[config.mk]
export PLATFORM = sky130hd
export DESIGN_NAME = booth4_mult_seq
export DESIGN_NICKNAME = d
export VERILOG_FILES = /design/src/rtl/booth4_pkg.sv /design/src/rtl/booth4_recode.sv /design/src/rtl/booth4_mult_seq.sv
export SDC_FILE = /design/constraint.sdc
export NUM_CORES = 1
export LEC_CHECK = 0
export CORE_MARGIN = 2
export CORE_UTILIZATION = 40
export DETAILED_ROUTE_END_ITERATION = 8
export GPL_TIMING_DRIVEN = 0
export PLACE_DENSITY = 0.67
export SLEW_MARGIN = 5
export SYNTH_ARGS = -nofsm -noshare
export SYNTH_HDL_FRONTEND = slang
export SYNTH_SLANG_ARGS = --single-unit
export TNS_END_PERCENT = 100
[constraint.sdc]
create_clock -name clock -period 6.57 [get_ports clock]
set_clock_uncertainty 0.05 [all_clocks]
set_input_delay 0.9855 -clock clock [delete_from_list [all_inputs] [get_ports clock]]
set_output_delay 0.9855 -clock clock [all_outputs]
set_load 0.01 [all_outputs]
[src/rtl/booth4_pkg.sv]
// Shared types and constants for the radix-4 Booth multiplier sequencer.
package booth4_pkg;

  localparam int OP_W   = 32;
  localparam int PROD_W = 66;
  localparam int ACC_W  = 33;
  localparam int ITERS  = 16;
  localparam int CNT_W  = 4;

  typedef enum logic [1:0] {
    IDLE,
    RUN,
    DONE
  } state_e;

  // Booth digit selected by one overlapping multiplier triple
  typedef enum logic [2:0] {
    ZERO,
    PM,
    P2M,
    NM,
    N2M
  } recode_e;

endpackage

[src/rtl/booth4_recode.sv]
// Radix-4 modified-Booth recoder: maps the low triple of the product
// register onto the digit {0, +M, +2M, -M, -2M}.
module booth4_recode
  import booth4_pkg::*;
(
  input  logic [2:0] triple_i,
  output recode_e    code_o
);

  // pure table lookup, no state
  always_comb begin
    code_o = ZERO;
    unique case (triple_i)
      3'b001, 3'b010: code_o = PM;
      3'b011:         code_o = P2M;
      3'b100:         code_o = N2M;
      3'b101, 3'b110: code_o = NM;
      default:        code_o = ZERO;
    endcase
  end

endmodule

[src/rtl/booth4_mult_seq.sv]
// Iterative radix-4 Booth signed multiplier: 16 recode/add/shift steps on a
// 66-bit product register, low 32 product bits presented with a one-cycle
// ready pulse. Overflow detection is built only when BOOTH4_OVERFLOW_EN is
// defined; otherwise overflow is tied low.
//
// state | meaning
// IDLE  | waiting for start, result/overflow hold last values
// RUN   | 16 Booth iterations, busy high
// DONE  | ready pulse, result valid
module booth4_mult_seq
  import booth4_pkg::*;
(
  input  logic            clock,
  input  logic            clr_n,
  input  logic            start,
  input  logic [OP_W-1:0] multiplicand,
  input  logic [OP_W-1:0] multiplier,
  output logic            busy,
  output logic            ready,
  output logic [OP_W-1:0] result,
  output logic            overflow
);

  localparam logic [CNT_W-1:0] LAST_CNT = CNT_W'(ITERS - 1);

  state_e              state_q;
  logic [PROD_W-1:0]   p_q;
  logic [ACC_W:0]      m_q;
  logic [CNT_W-1:0]    cnt_q;
  logic                busy_q;
  logic                ready_q;
  logic [OP_W-1:0]     result_q;

  recode_e             code;
  logic [ACC_W:0]      addend;
  logic [ACC_W:0]      sum34;
  logic [PROD_W-1:0]   p_d;

  booth4_recode u_recode (
    .triple_i (p_q[2:0]),
    .code_o   (code)
  );

  // select the Booth partial product; 2M still fits in 34 bits
  always_comb begin
    addend = '0;
    unique case (code)
      ZERO:    addend = '0;
      PM:      addend = m_q;
      P2M:     addend = {m_q[ACC_W-1:0], 1'b0};
      NM:      addend = -m_q;
      N2M:     addend = -{m_q[ACC_W-1:0], 1'b0};
      default: addend = '0;
    endcase
  end

  // accumulate in 34 bits, then arithmetic shift right by two
  always_comb begin
    sum34 = {p_q[PROD_W-1], p_q[PROD_W-1:OP_W+1]} + addend;
    p_d   = {sum34[ACC_W], sum34, p_q[OP_W:2]};
  end

`ifdef BOOTH4_OVERFLOW_EN
  logic ovf_q;
  logic ovf_d;

  // product bits 63..31 must all match the sign for a 32-bit fit
  always_comb begin
    ovf_d = (p_d[PROD_W-2:OP_W] != {ACC_W{p_d[PROD_W-2]}});
  end

  // overflow flag registered alongside the result
  always_ff @(posedge clock or negedge clr_n) begin
    if (!clr_n) begin
      ovf_q <= 1'b0;
    end else if (state_q == RUN && cnt_q == LAST_CNT) begin
      ovf_q <= ovf_d;
    end
  end

  assign overflow = ovf_q;
`else
  assign overflow = 1'b0;
`endif

  // sequencer FSM with product, multiplicand, counter and registered outputs
  always_ff @(posedge clock or negedge clr_n) begin
    if (!clr_n) begin
      state_q  <= IDLE;
      p_q      <= '0;
      m_q      <= '0;
      cnt_q    <= '0;
      busy_q   <= 1'b0;
      ready_q  <= 1'b0;
      result_q <= '0;
    end else begin
      ready_q <= 1'b0;
      unique case (state_q)
        IDLE: begin
          if (start) begin
            p_q     <= {{ACC_W{1'b0}}, multiplier, 1'b0};
            m_q     <= {{2{multiplicand[OP_W-1]}}, multiplicand};
            cnt_q   <= '0;
            busy_q  <= 1'b1;
            state_q <= RUN;
          end
        end
        RUN: begin
          p_q   <= p_d;
          cnt_q <= cnt_q + 1'b1;
          if (cnt_q == LAST_CNT) begin
            state_q  <= DONE;
            busy_q   <= 1'b0;
            ready_q  <= 1'b1;
            result_q <= p_d[OP_W:1];
          end
        end
        DONE: begin
          state_q <= IDLE;
        end
        default: begin
          state_q <= IDLE;
        end
      endcase
    end
  end

  assign busy   = busy_q;
  assign ready  = ready_q;
  assign result = result_q;

endmodule

==> impl_metrics.csv <==
group,metric,value,unit
status,outcome,"completed",
sta,final_period_minus_worst_setup_slack,5775,ps
hold_path,kind_of_path_behind_the_tightest_hold_check,"reg2reg",
final_layout,nets,1300,
sta,fmaxAchievable,0.1732,GHz
placed_design,hpwlAfterDp,19770,µm
yosys,synth_nets,1180,
critical_path,cpMaxStageDelayCell,"sky130_fd_sc_hd__or4_4",
sta,final_setup_violations,0,
die,die_x,154.9,µm
yosys,synth_seq_area_share,37.64,%
yosys,synth-warning-count,0,
placed_design,gpl_congestion,1.005,
final_layout,final.fill_count,2143,
clock_network,cts_tree,"yes",
critical_path,worst_path_largest_cell_delay,610,ps
yosys,synth.ff_latch_count,137,
clock_network,hold_buffers,0,
yosys,syn-instance-count,1077,
clock_network,clkTransAtPathRegs,70,ps
sta,fin_crit_sh,87.90,%
sta,setup_tns,0,ps
yosys,postSynth.topFlopCell,"sky130_fd_sc_hd__dfrtp_1",
critical_path,timing.critical_path.required,6870,ps
die,initial_utilization,40.48,%
yosys,synth.distinct_cells,67,
clock_network,clk_root_buffer_cell,"sky130_fd_sc_hd__clkbuf_16",
detailed_routing,vias_per_cell,5.755,
clock_network,clock_tree.htree_level_count,4,
detailed_routing,final_antenna_net_count,0,
sta,slew_headroom,29.52,%
critical_path,critical_path.max_fanout,9,
die,die_area,24000,µm²
critical_path,critical_path.cell_chain,"or4_4 -> nor4_4 -> nand2_2 -> or2_4 -> or3_4 -> nand2_4 -> xnor2_2 -> a221oi_2 -> a31oi_1 -> ha_1 -> clkbuf_1 -> nand2_1 -> nor3_1 -> nand3_1 -> a211oi_1 -> a2111oi_0 -> or4_1 -> a31oi_1 -> o21ai_1 -> o21ai_1",
clock_network,post_cts.resized_instances,0,
yosys,synth_edf_count,0,
final_layout,fin_cells,1495,
clock_network,total_clock_buffers_created_by_cts,17,
detailed_routing,detailedRoute.firstIterationViolations,795,
clock_network,cts_buffer_depth,2,
die,placeableCoreArea,22500,µm²
global_route,grt_overall_usage,22.94,%
sta,hold_viol,0,
sta,rsz0062_at_grt,"no",
final_layout,drive_gt1_share,7.273,%
detailed_routing,detail_route.wirelength,27080,µm
yosys,netlist_area,9109,µm²
yosys,ys_async_sr_fraction,100.0,%
die,die-height,154.9,µm
final_layout,mostFrequentLayoutCell,"sky130_fd_sc_hd__nand2_1",
global_route,globalRouteOverflowTotal,0,
sta,timing_max_transition_violations_final,0,
critical_path,setup.worst_path.end_class,"flip-flop",
clock_network,clkLatencyLatePin,440,ps
die,design.portCount,102,
global_route,grt_antenna_before_repair,0,
detailed_routing,detailedRoute.firstPassIterationCount,8,
placed_design,place_worst_setup_slack,887.5,ps
global_route,grt_start_max_net_pins,74,
final_layout,area_growth,21.81,%
die,fp-row-count,55,
yosys,postSynthAreaPerCell,8.458,µm²
clock_network,post-cts-setup-buffer-count,0,
sta,final_critical_path_setup_slack,794.7,ps
placed_design,port_buffers,100,
sta,tightest_slew,1031,ps
detailed_routing,vias,8603,
global_route,grt_pass1_wl,43880,µm
critical_path,timing.critical_path.arrival,6080,ps
final_layout,layout.cells.most_common_list,"193 x sky130_fd_sc_hd__nand2_1, 137 x sky130_fd_sc_hd__dfrtp_1, 99 x sky130_fd_sc_hd__clkdlybuf4s50_1",
placed_design,dp_cells,1463,
critical_path,worstSetupPathType,"reg2reg",
critical_path,worstSetupStartpointType,"flip-flop",
clock_network,clkSinkCount,137,
detailed_routing,drcViolationCount,0,
final_layout,antenna-diode-count,0,
global_route,first_global_vias,8425,
detailed_routing,wl_per_cell,18.12,µm
job,max-cap-violations,0,
synth_stat cells, types with 5 or more instances:
| master | count | area [µm²] |
|---|---|---|
| sky130_fd_sc_hd__or4_1 | 7 | 52.55 |
| sky130_fd_sc_hd__inv_1 | 17 | 63.81 |
| sky130_fd_sc_hd__nor3_1 | 15 | 75.07 |
| sky130_fd_sc_hd__mux2i_1 | 11 | 110.1 |
| sky130_fd_sc_hd__nor2b_1 | 27 | 168.9 |
| sky130_fd_sc_hd__o22ai_1 | 16 | 100.1 |
| sky130_fd_sc_hd__o221ai_1 | 8 | 70.07 |
| sky130_fd_sc_hd__nand3_1 | 11 | 55.05 |
| sky130_fd_sc_hd__o211ai_1 | 5 | 37.54 |
| sky130_fd_sc_hd__ha_1 | 35 | 437.9 |
| sky130_fd_sc_hd__o21ai_0 | 76 | 380.4 |
| sky130_fd_sc_hd__a31oi_1 | 23 | 143.9 |
| sky130_fd_sc_hd__nand2_1 | 193 | 724.4 |
| sky130_fd_sc_hd__xor2_1 | 26 | 227.7 |
| sky130_fd_sc_hd__a21o_1 | 15 | 112.6 |
| sky130_fd_sc_hd__nor2_1 | 79 | 296.5 |
| sky130_fd_sc_hd__o21bai_1 | 5 | 37.54 |
| sky130_fd_sc_hd__and2_1 | 6 | 37.54 |
| sky130_fd_sc_hd__dfrtp_1 | 137 | 3428 |
| sky130_fd_sc_hd__xnor2_1 | 42 | 367.9 |
| sky130_fd_sc_hd__a221oi_1 | 14 | 122.6 |
| sky130_fd_sc_hd__or3_1 | 12 | 75.07 |
| sky130_fd_sc_hd__clkbuf_1 | 61 | 229.0 |
| sky130_fd_sc_hd__buf_1 | 5 | 18.77 |
| sky130_fd_sc_hd__a22oi_1 | 22 | 165.2 |
| sky130_fd_sc_hd__mux2_2 | 34 | 382.9 |
| sky130_fd_sc_hd__a21oi_1 | 71 | 355.3 |
| sky130_fd_sc_hd__nor4_1 | 7 | 43.79 |
| sky130_fd_sc_hd__nand4_1 | 9 | 56.30 |
| sky130_fd_sc_hd__a32o_1 | 6 | 60.06 |
| sky130_fd_sc_hd__nand2b_1 | 14 | 87.58 |
critical path: cells and delay by family (launching register included):
family | cells | cell delay, ps
buffers and inverters | 1 | 280
AND/OR/NAND/NOR | 10 | 3190
XOR/XNOR | 1 | 70
AO/OA/AOI/OAI | 7 | 1300
flip-flops | 1 | 470
adder cells (fa/ha/maj) | 1 | 320
final timing paths:
kind	start	to	slack [ps]	cells past startpoint
worst min-delay path	p_q[50]$_DFFE_PN0P_	p_q[50]$_DFFE_PN0P_	440	2
min in group asynchronous	clr_n	m_q[8]$_DFFE_PN0P_	490	1
worst max register to register	m_q[15]$_DFFE_PN0P_	p_q[64]$_DFFE_PN0P_	790	20
max in group asynchronous	clr_n	result[1]$_DFFE_PN0P_	5200	2
worst min register to register	p_q[50]$_DFFE_PN0P_	p_q[50]$_DFFE_PN0P_	440	2
worst max-delay path	m_q[15]$_DFFE_PN0P_	p_q[64]$_DFFE_PN0P_	790	20
kinds of logic (layout without fill, tap and decap cells):
family | count (synthesis) | after routing | share of synthesized area [%]
simple gates | 396 | 396 | 20.01
compound gates | 301 | 301 | 21.06
flops | 137 | 137 | 37.64
buf+inv | 92 | 225 | 4.093
xor+xnor | 69 | 69 | 6.717
mux | 45 | 45 | 5.412
fa+ha+maj | 36 | 36 | 5.027
other cells | 1 | 1 | 0.04117
layout make-up:
cell class	count	area (µm²)	share of cell area, %
clock buffer	17	425.4	3.834
tap	285	356.6	3.214
inverter	18	67.56	0.6089
clock inverter	15	175.2	1.579
multi-input combinational	848	5308	47.84
timing repair buffer	101	1030	9.281
buffer	74	305.3	2.751
sequential	137	3428	30.90
layer usage:
layer  up-vias  global-route usage, %  routed length, µm
li1       4088                      -                  -
met1      4096                  30.21              11890
met2       361                  35.79              12020
met3        58                  6.546               2225
met4         0                  8.995                945
met5         -                      0                  0
per-stage QoR:
stage | cell area [µm²] | hold WS [ps] | utilization [%]
final | 11100 | 443.7 | 49.31
after global routing | 11100 | 469.6 | 49.31
after CTS | 11100 | 445.9 | 49.31
after detailed placement | 10500 | 430.5 | 46.64
after global placement | 10470 | 421.3 | 46.51
after floorplan | 9109 | 405.1 | -
registers in the layout (all words and copies together), names as in the netlist:
register and cells:
result 32, ready 1, state_q 2, cnt_q 4
p_q 65, busy 1, m_q 32
Power is not shown: default switching activity piles up to over one toggle a cycle in this logic, so the estimate is an artifact.
